## config.mk

```make
export PLATFORM = sky130hd
export DESIGN_NAME = sw_debounce
export DESIGN_NICKNAME = d
export VERILOG_FILES = /design/src/rtl/sw_db_pkg.sv /design/src/rtl/sw_db_bit.sv /design/src/rtl/sw_debounce.sv
export SDC_FILE = /design/constraint.sdc
export NUM_CORES = 1
export LEC_CHECK = 0
export CORE_MARGIN = 10
export CORE_UTILIZATION = 35
export DETAILED_ROUTE_END_ITERATION = 7
export GPL_TIMING_DRIVEN = 0
export SLEW_MARGIN = 25
export SYNTH_ARGS = -nofsm -noshare
export SYNTH_HDL_FRONTEND = slang
export SYNTH_HIERARCHICAL = 1
export SYNTH_SLANG_ARGS = --single-unit
```

## constraint.sdc

```tcl
create_clock -name clk -period 3.2 [get_ports clk]
set_clock_uncertainty 0.2 [all_clocks]
set_input_delay 0.96 -clock clk [delete_from_list [all_inputs] [get_ports clk]]
set_output_delay 0.96 -clock clk [all_outputs]
set_load 0.02 [all_outputs]
```

## src/rtl/sw_db_pkg.sv

```systemverilog
// Shared defaults and width helper for the slide-switch debouncer.
package sw_db_pkg;

    localparam int SW_WIDTH        = 16;
    localparam int SW_TICK_DIV     = 100000;
    localparam int SW_STABLE_TICKS = 10;

    typedef enum logic {
        ST_STABLE  = 1'b0,
        ST_PENDING = 1'b1
    } bit_state_t;

    // Bits needed to hold every value 0..max_val (never less than 1).
    function automatic int width_for(input int max_val);
        return (max_val < 1) ? 1 : $clog2(max_val + 1);
    endfunction

endpackage

```

## src/rtl/sw_db_bit.sv

```systemverilog
// One switch channel: 2-flop synchronizer, stability counter, level and edge pulses.
// With SW_DB_BYPASS_EN defined the counter is dropped and the level follows sync after one flop.
module sw_db_bit
    import sw_db_pkg::*;
#(
    parameter int STABLE_TICKS = SW_STABLE_TICKS,
    parameter int CW           = width_for(SW_STABLE_TICKS)
) (
    input  logic clk,
    input  logic rst,
    input  logic sw,
    input  logic tick,
    output logic db,
    output logic rise,
    output logic fall,
    output logic accept
);

    logic [1:0] sync_q;
    logic       sync;
    bit_state_t state;

    assign sync  = sync_q[1];
    assign state = (sync != db) ? ST_PENDING : ST_STABLE;

`ifdef SW_DB_BYPASS_EN

    // Registered level tracks sync directly; tick is not used in this build.
    assign accept = (state == ST_PENDING);

    always_ff @(posedge clk or posedge rst) begin
        if (rst) begin
            sync_q <= 2'b00;
            db     <= 1'b0;
            rise   <= 1'b0;
            fall   <= 1'b0;
        end else begin
            sync_q <= {sync_q[0], sw};
            db     <= sync;
            rise   <= accept & sync;
            fall   <= accept & ~sync;
        end
    end

`else

    logic [CW-1:0] cnt;

    // Accept on the tick that completes the required run of mismatching ticks.
    assign accept = (state == ST_PENDING) && tick && (cnt == CW'(STABLE_TICKS - 1));

    always_ff @(posedge clk or posedge rst) begin
        if (rst) begin
            sync_q <= 2'b00;
            cnt    <= '0;
            db     <= 1'b0;
            rise   <= 1'b0;
            fall   <= 1'b0;
        end else begin
            sync_q <= {sync_q[0], sw};
            rise   <= 1'b0;
            fall   <= 1'b0;
            if (state == ST_STABLE) begin
                cnt <= '0;
            end else if (accept) begin
                db   <= sync;
                cnt  <= '0;
                rise <= sync;
                fall <= ~sync;
            end else if (tick) begin
                cnt <= cnt + 1'b1;
            end
        end
    end

`endif

endmodule

```

## src/rtl/sw_debounce.sv

```systemverilog
// Slide-switch conditioner: shared sample-tick prescaler, per-bit debounce, change strobe.
// Define SW_DB_BYPASS_EN to skip debouncing (sync + one register) for fast simulation.
module sw_debounce
    import sw_db_pkg::*;
#(
    parameter int WIDTH        = SW_WIDTH,
    parameter int TICK_DIV     = SW_TICK_DIV,
    parameter int STABLE_TICKS = SW_STABLE_TICKS
) (
    input  logic             clk,
    input  logic             rst,
    input  logic [WIDTH-1:0] SW,
    output logic [WIDTH-1:0] sw_db,
    output logic [WIDTH-1:0] sw_rise,
    output logic [WIDTH-1:0] sw_fall,
    output logic             sw_changed
);

    localparam int CW = width_for(STABLE_TICKS);

    logic             tick;
    logic [WIDTH-1:0] accept;

`ifdef SW_DB_BYPASS_EN
    assign tick = 1'b0;
`else
    localparam int PW = width_for(TICK_DIV - 1);

    logic [PW-1:0] pcnt;

    // Starts at 0 out of reset, so the first tick lands TICK_DIV-1 cycles after release.
    assign tick = (pcnt == PW'(TICK_DIV - 1));

    always_ff @(posedge clk or posedge rst) begin
        if (rst) begin
            pcnt <= '0;
        end else if (tick) begin
            pcnt <= '0;
        end else begin
            pcnt <= pcnt + 1'b1;
        end
    end
`endif

    for (genvar i = 0; i < WIDTH; i++) begin : g_bit
        sw_db_bit #(
            .STABLE_TICKS(STABLE_TICKS),
            .CW          (CW)
        ) u_bit (
            .clk   (clk),
            .rst   (rst),
            .sw    (SW[i]),
            .tick  (tick),
            .db    (sw_db[i]),
            .rise  (sw_rise[i]),
            .fall  (sw_fall[i]),
            .accept(accept[i])
        );
    end

    // Built from the per-bit accept terms so it lands in the same cycle as rise/fall.
    always_ff @(posedge clk or posedge rst) begin
        if (rst) begin
            sw_changed <= 1'b0;
        end else begin
            sw_changed <= |accept;
        end
    end

endmodule

```

# After elaboration in Yosys (flattened, before gate mapping)
# Cells that the tools add are included.
# word_totals
ff_bits	162
input_bits	18
# classes
n_addsub	17
n_eq_ne	49
mux	129
bitwise_logic	16
n_reduce_logical	49
# ops
operator	n
4-bit two-way mux	48
1-bit two-way mux	80
4-bit by 1-bit adder with 4-bit output, second input constant	16
4-bit == test, second input constant	16
3-bit by 2-bit != test with 1-bit output, second input constant	15
1-bit logical AND	32
2-bit AND reduction	16
17-bit by 1-bit adder with 17-bit output, second input constant	1
17-bit == test, second input constant	1
17-bit two-way mux	1
1-bit != test	16
1-bit NOT	16
16-bit OR reduction	1
3-bit by 1-bit != test with 1-bit output, second input constant	1

# Logic depth before layout (Yosys ltp)
# logic_depth
word_depth	6
ltp_mapped	8
depth_no_buf	7

# By module
# Netlist, hierarchy kept.
# by_module_without_submodules
module	n_inst	cells_each	area_per_inst_um2	seq_area_each_um2
sw_db_bit	16	37	417.9	225.2
sw_debounce	1	81	882.1	450.4

# Worst setup path after synthesis
# OpenSTA, ideal clock, no wires.
# synth_path
kind	register to register
start	register pcnt[0]
end	register g_bit[0].u_bit.cnt[2]
setup_ps	73
arrival_time_ps	2693
path_slack_ps	233
stages_incl_launch_ff	9
synth_period_minus_slack_ps	2967
cell_sequence	dfrtp_1 > ha_1 > nand3_1 > nor2_1 > and4_1 > buf_2 > nand2_1 > or3_1 > a21oi_2
# synth_between
elab_chain_len	5
elab_cells_between_ends	6
cone_classes	2 x eq/ne; 2 x mux; 2 x reduce/logical
# synth_lines
item	line_no	rtl
start: declaration	sw_debounce.sv:29	logic [PW-1:0] pcnt;
start signal: assignment	sw_debounce.sv:40	pcnt <= pcnt + 1'b1;
17-bit == test (*)	sw_debounce.sv:32	assign tick = (pcnt == PW'(TICK_DIV - 1));
net tick	sw_debounce.sv:21	logic tick;
1-bit logical AND (2 in series)	sw_db_bit.sv:50	assign accept = (state == ST_PENDING) && tick && (cnt == CW'(STABLE_TICKS - 1));
4-bit two-way mux	sw_db_bit.sv:65	end else if (accept) begin
4-bit two-way mux	sw_db_bit.sv:63	if (state == ST_STABLE) begin
end signal: assignment	sw_db_bit.sv:71	cnt <= cnt + 1'b1;
end: declaration	sw_db_bit.sv:47	logic [CW-1:0] cnt;
# Mark *: on every way through the listed nets, which the timed path passes. The rest lies on a longest branch.
# A chain may end at the register's enable or synchronous reset.

# Worst setup path in the final report
# layout_path
start	register pcnt[0]
end	register sw_changed
# layout_between
elab_chain_len	4
elab_cells_between_ends	34
cone_classes	1 x eq/ne; 33 x reduce/logical
# layout_lines
item	line_no	rtl
17-bit == test	sw_debounce.sv:32	
net tick	sw_debounce.sv:21	
1-bit logical AND (2 in series)	sw_db_bit.sv:50	
net accept[7]	sw_debounce.sv:22	logic [WIDTH-1:0] accept;
16-bit OR reduction	sw_debounce.sv:66	sw_changed <= |accept;
end signal: assignment	sw_debounce.sv:66	
end: declaration	sw_debounce.sv:16	output logic sw_changed
# The timed path passes the listed nets, and every way through them passes these cells.

==> results by group <==
Floorplanning
  • Starting Density: approximately 36%
  • Die height: roughly 170 um
  • Die Wd: 167.1 um
  • Total core area: about 21000 um^2
  • Num rows: 53
  • Die area: 27910 um^2
  • IO Count: 67

Clock network
  • Clock Latency Late Sink: about 420 ps
  • Clock transition at path regs: ~60 ps
  • CTS tree: built
  • CTS max path bufs: 2
  • Setup bufs post-CTS: 0
  • # clock sinks: about 160
  • CTS root buffer: clkbuf_16
  • H-tree Lvls: 4
  • CTS buffer count: 17

Min path
  • Hold Path Class: flip-flop to flip-flop
  • HP Start: g_bit[12].u_bit/sync_q[0]

Pwr
  • Pwr dens: around 460 nW/um^2
  • Max VDD drop: 0.2979 mV
  • P_leak: 4.144 nW

Timing
  • Worst-Margin Slew: 887.8 ps
  • Final Worst Setup Slack: 395.9 ps
  • Final period utilization: 87.63%
  • Crit path time final: 2804 ps
  • Worst Hold Slack: around 140 ps
  • RSZ-0062 raised after global routing: no
  • Maximum clock frequency: approximately 360 MHz
  • Setup TNS: 0 ps
  • Final hold violation count: 0
  • Final Setup Violations: 0
  • Slew headroom: 40.63%
  • Final Max Slew Viols: 0

Drt
  • First-pass DRT Iterations: 4
  • Via/cell ratio: about 4.8
  • Vias: 4982
  • Avg WL per Cell: 13.46 um
  • Final wirelength: ~14000 um
  • Post-route ant nets: 0
  • DRC Markers: 0
  • DR iter-0 viols: 223

Logic synthesis
  • Top_reg_cell synth: dfrtp_1
  • Post-synth top area cell: dfrtp_1
  • Most instantiated cells after synthesis: dfrtp_1 (162), nand2_1 (69), inv_1 (35)
  • Yosys cell types: 30
  • Synthesis warning total: 6
  • Syn Std Cell Area: 7569 um^2
  • Yosys top cell area share: 53.56%
  • Most common cell in the netlist: dfrtp_1
  • Syn Nets: roughly 720
  • Sequential cell area fraction in the yosys report: ~54%
  • Top post-synthesis cells by area: dfrtp_1 (54%), ha_1 (5.5%), nand2_1 (3.4%)
  • Synth Instances: 673
  • Post-synth EDFFs: 0
  • Synthesized flop and latch total: about 160
  • Post-Syn Area per Cell: about 11 um^2
  • Ys async rst share: 100.0%

Outcome
  • Status: finished, final reports clean

GRT
  • All-layer global routing usage: between 10% and 20%
  • Met1 usage: 13.29%
  • Busiest layer in global routing: met2
  • Largest net degree at the start of global routing: 97
  • Initial antenna violation count: 0
  • First-pass GRT wire length: 23870 um
  • Remaining Overflow, GRT: 0
  • Met2 Usage GRT: between 10% and 20%
  • GRT met3 Usage: 4.354%
  • Vias in the first global route: 4836

Final layout
  • Nets@finish: ~800
  • Multi-input logic area: between 3000 and 4000 um^2
  • Layout cell share with drive strength beyond 1: between 10% and 20%
  • Layout filler cell count: approximately 2000
  • Final instance area: 9213 um^2
  • Post-layout util: 43.55%
  • Sequential standard cell area: 4054 um^2
  • ANT cells: 0
  • Synth-to-Final Area Change: 21.72%

Setup path
  • Critical Path RT: 3280 ps
  • Setup crit start kind: flip-flop
  • Max FO, Critical Path: 96
  • CP arrival: 2880 ps
  • Crit. Startpoint: pcnt[0]
  • Crit path kind: flip-flop to flip-flop
  • Critical R2R Launch: pcnt[0]
  • Worst Setup End Kind: flip-flop

Placed design
  • Place WS: 82.47 ps
  • IO buf count: 66
  • DP Area: 8607 um^2
  • Placer Congestion: 0.7284
  • HPWL after DPL: between 9000 and 10000 um

Run
  • Max cap viols: 0
## what timing repair did
item	CTS	global route
endpoints found under the hold margin	0	0
gates resized for setup	0	1
endpoints found under the setup margin	0	1
hold buffers	0	0
## placed cells by master, fill, tap and decap left out, types with 17 or more instances in the layout
cell and n:
inv_1 35, nor3b_1 32, nor2b_1 17, nand2_1 69, clkbuf_16 17, clkdlybuf4s50_1 66
nor2_1 26, xor2_1 20, ha_1 33, xnor2_1 27, o21ai_0 32, dfrtp_1 162
o21a_1 32, nor3_1 21
## cell type report
| class | count | area share (%) |
|---|---|---|
| Tap cell | 275 | 3.735 |
| Clock buffer | 20 | 5.066 |
| Sequential cell | 162 | 44.00 |
| Buffer | 1 | 0.1222 |
| Timing Repair Buffer | 67 | 7.470 |
| Multi-Input combinational cell | 475 | 36.74 |
| Clock inverter | 12 | 1.440 |
| Inverter | 35 | 1.426 |
## critical path, cell delays in order, from the launching register on
cell and delay (ps):
dfrtp_1 400, ha_1 240, nand3_1 130, nor2_1 80, and4_1 200, buf_6 220, buf_16 250, and3_2 260
nor4_1 450, nand4_1 170
## per-layer routing
metal,vias up,wire length (um)
li1,2511,-
met1,2404,6992
met2,58,6266
met3,9,720
met4,0,111
met5,-,0
## metrics by stage
step,instances,total power (W)
after global routing,1047,0.004401
final,1047,0.004224
after detailed placement,1015,0.002225
after global placement,1014,0.002224
after CTS,1047,0.004307
after floorplan,673,0.002177
## path summary, 6_finish.rpt
check	endpoint	slack (ps)	depth (start not counted)
setup / recovery	sw_changed	400	9
hold / removal	g_bit[12].u_bit/sync_q[1]	140	0
max in group asynchronous	pcnt[10]	850	2
setup reg to reg	sw_changed	400	9
hold reg to reg	g_bit[12].u_bit/sync_q[1]	140	0
min in group asynchronous	g_bit[7].u_bit/cnt[3]	1330	2
## kinds of logic after synthesis
| group | share of synthesized area [%] |
|---|---|
| multiplexers | 2.381 |
| AO/OA/AOI/OAI | 9.787 |
| flip-flops | 53.56 |
| buffers and inverters | 1.802 |
| XOR/XNOR | 5.439 |
| AND/OR/NAND/NOR | 21.57 |
| adder cells (fa/ha/maj) | 5.456 |
## registers in the layout, summed over array words and instances, names as in the netlist
register and flops:
g_bit.u_bit/sync_q 32, g_bit.u_bit/rise 16, sw_changed 1, g_bit.u_bit/cnt 64, g_bit.u_bit/db 16, g_bit.u_bit/fall 16
pcnt 17
## power breakdown
group	switching (W)	total (W)	leakage [nW]	internal (W)
logic	0.0000644	0.0000955	1.68	0.0000311
registers	0.0000178	0.00209	2.18	0.00207
clock network	0.000831	0.00204	0.288	0.00121
No activity file was read; power rests on OpenSTA's default activity.
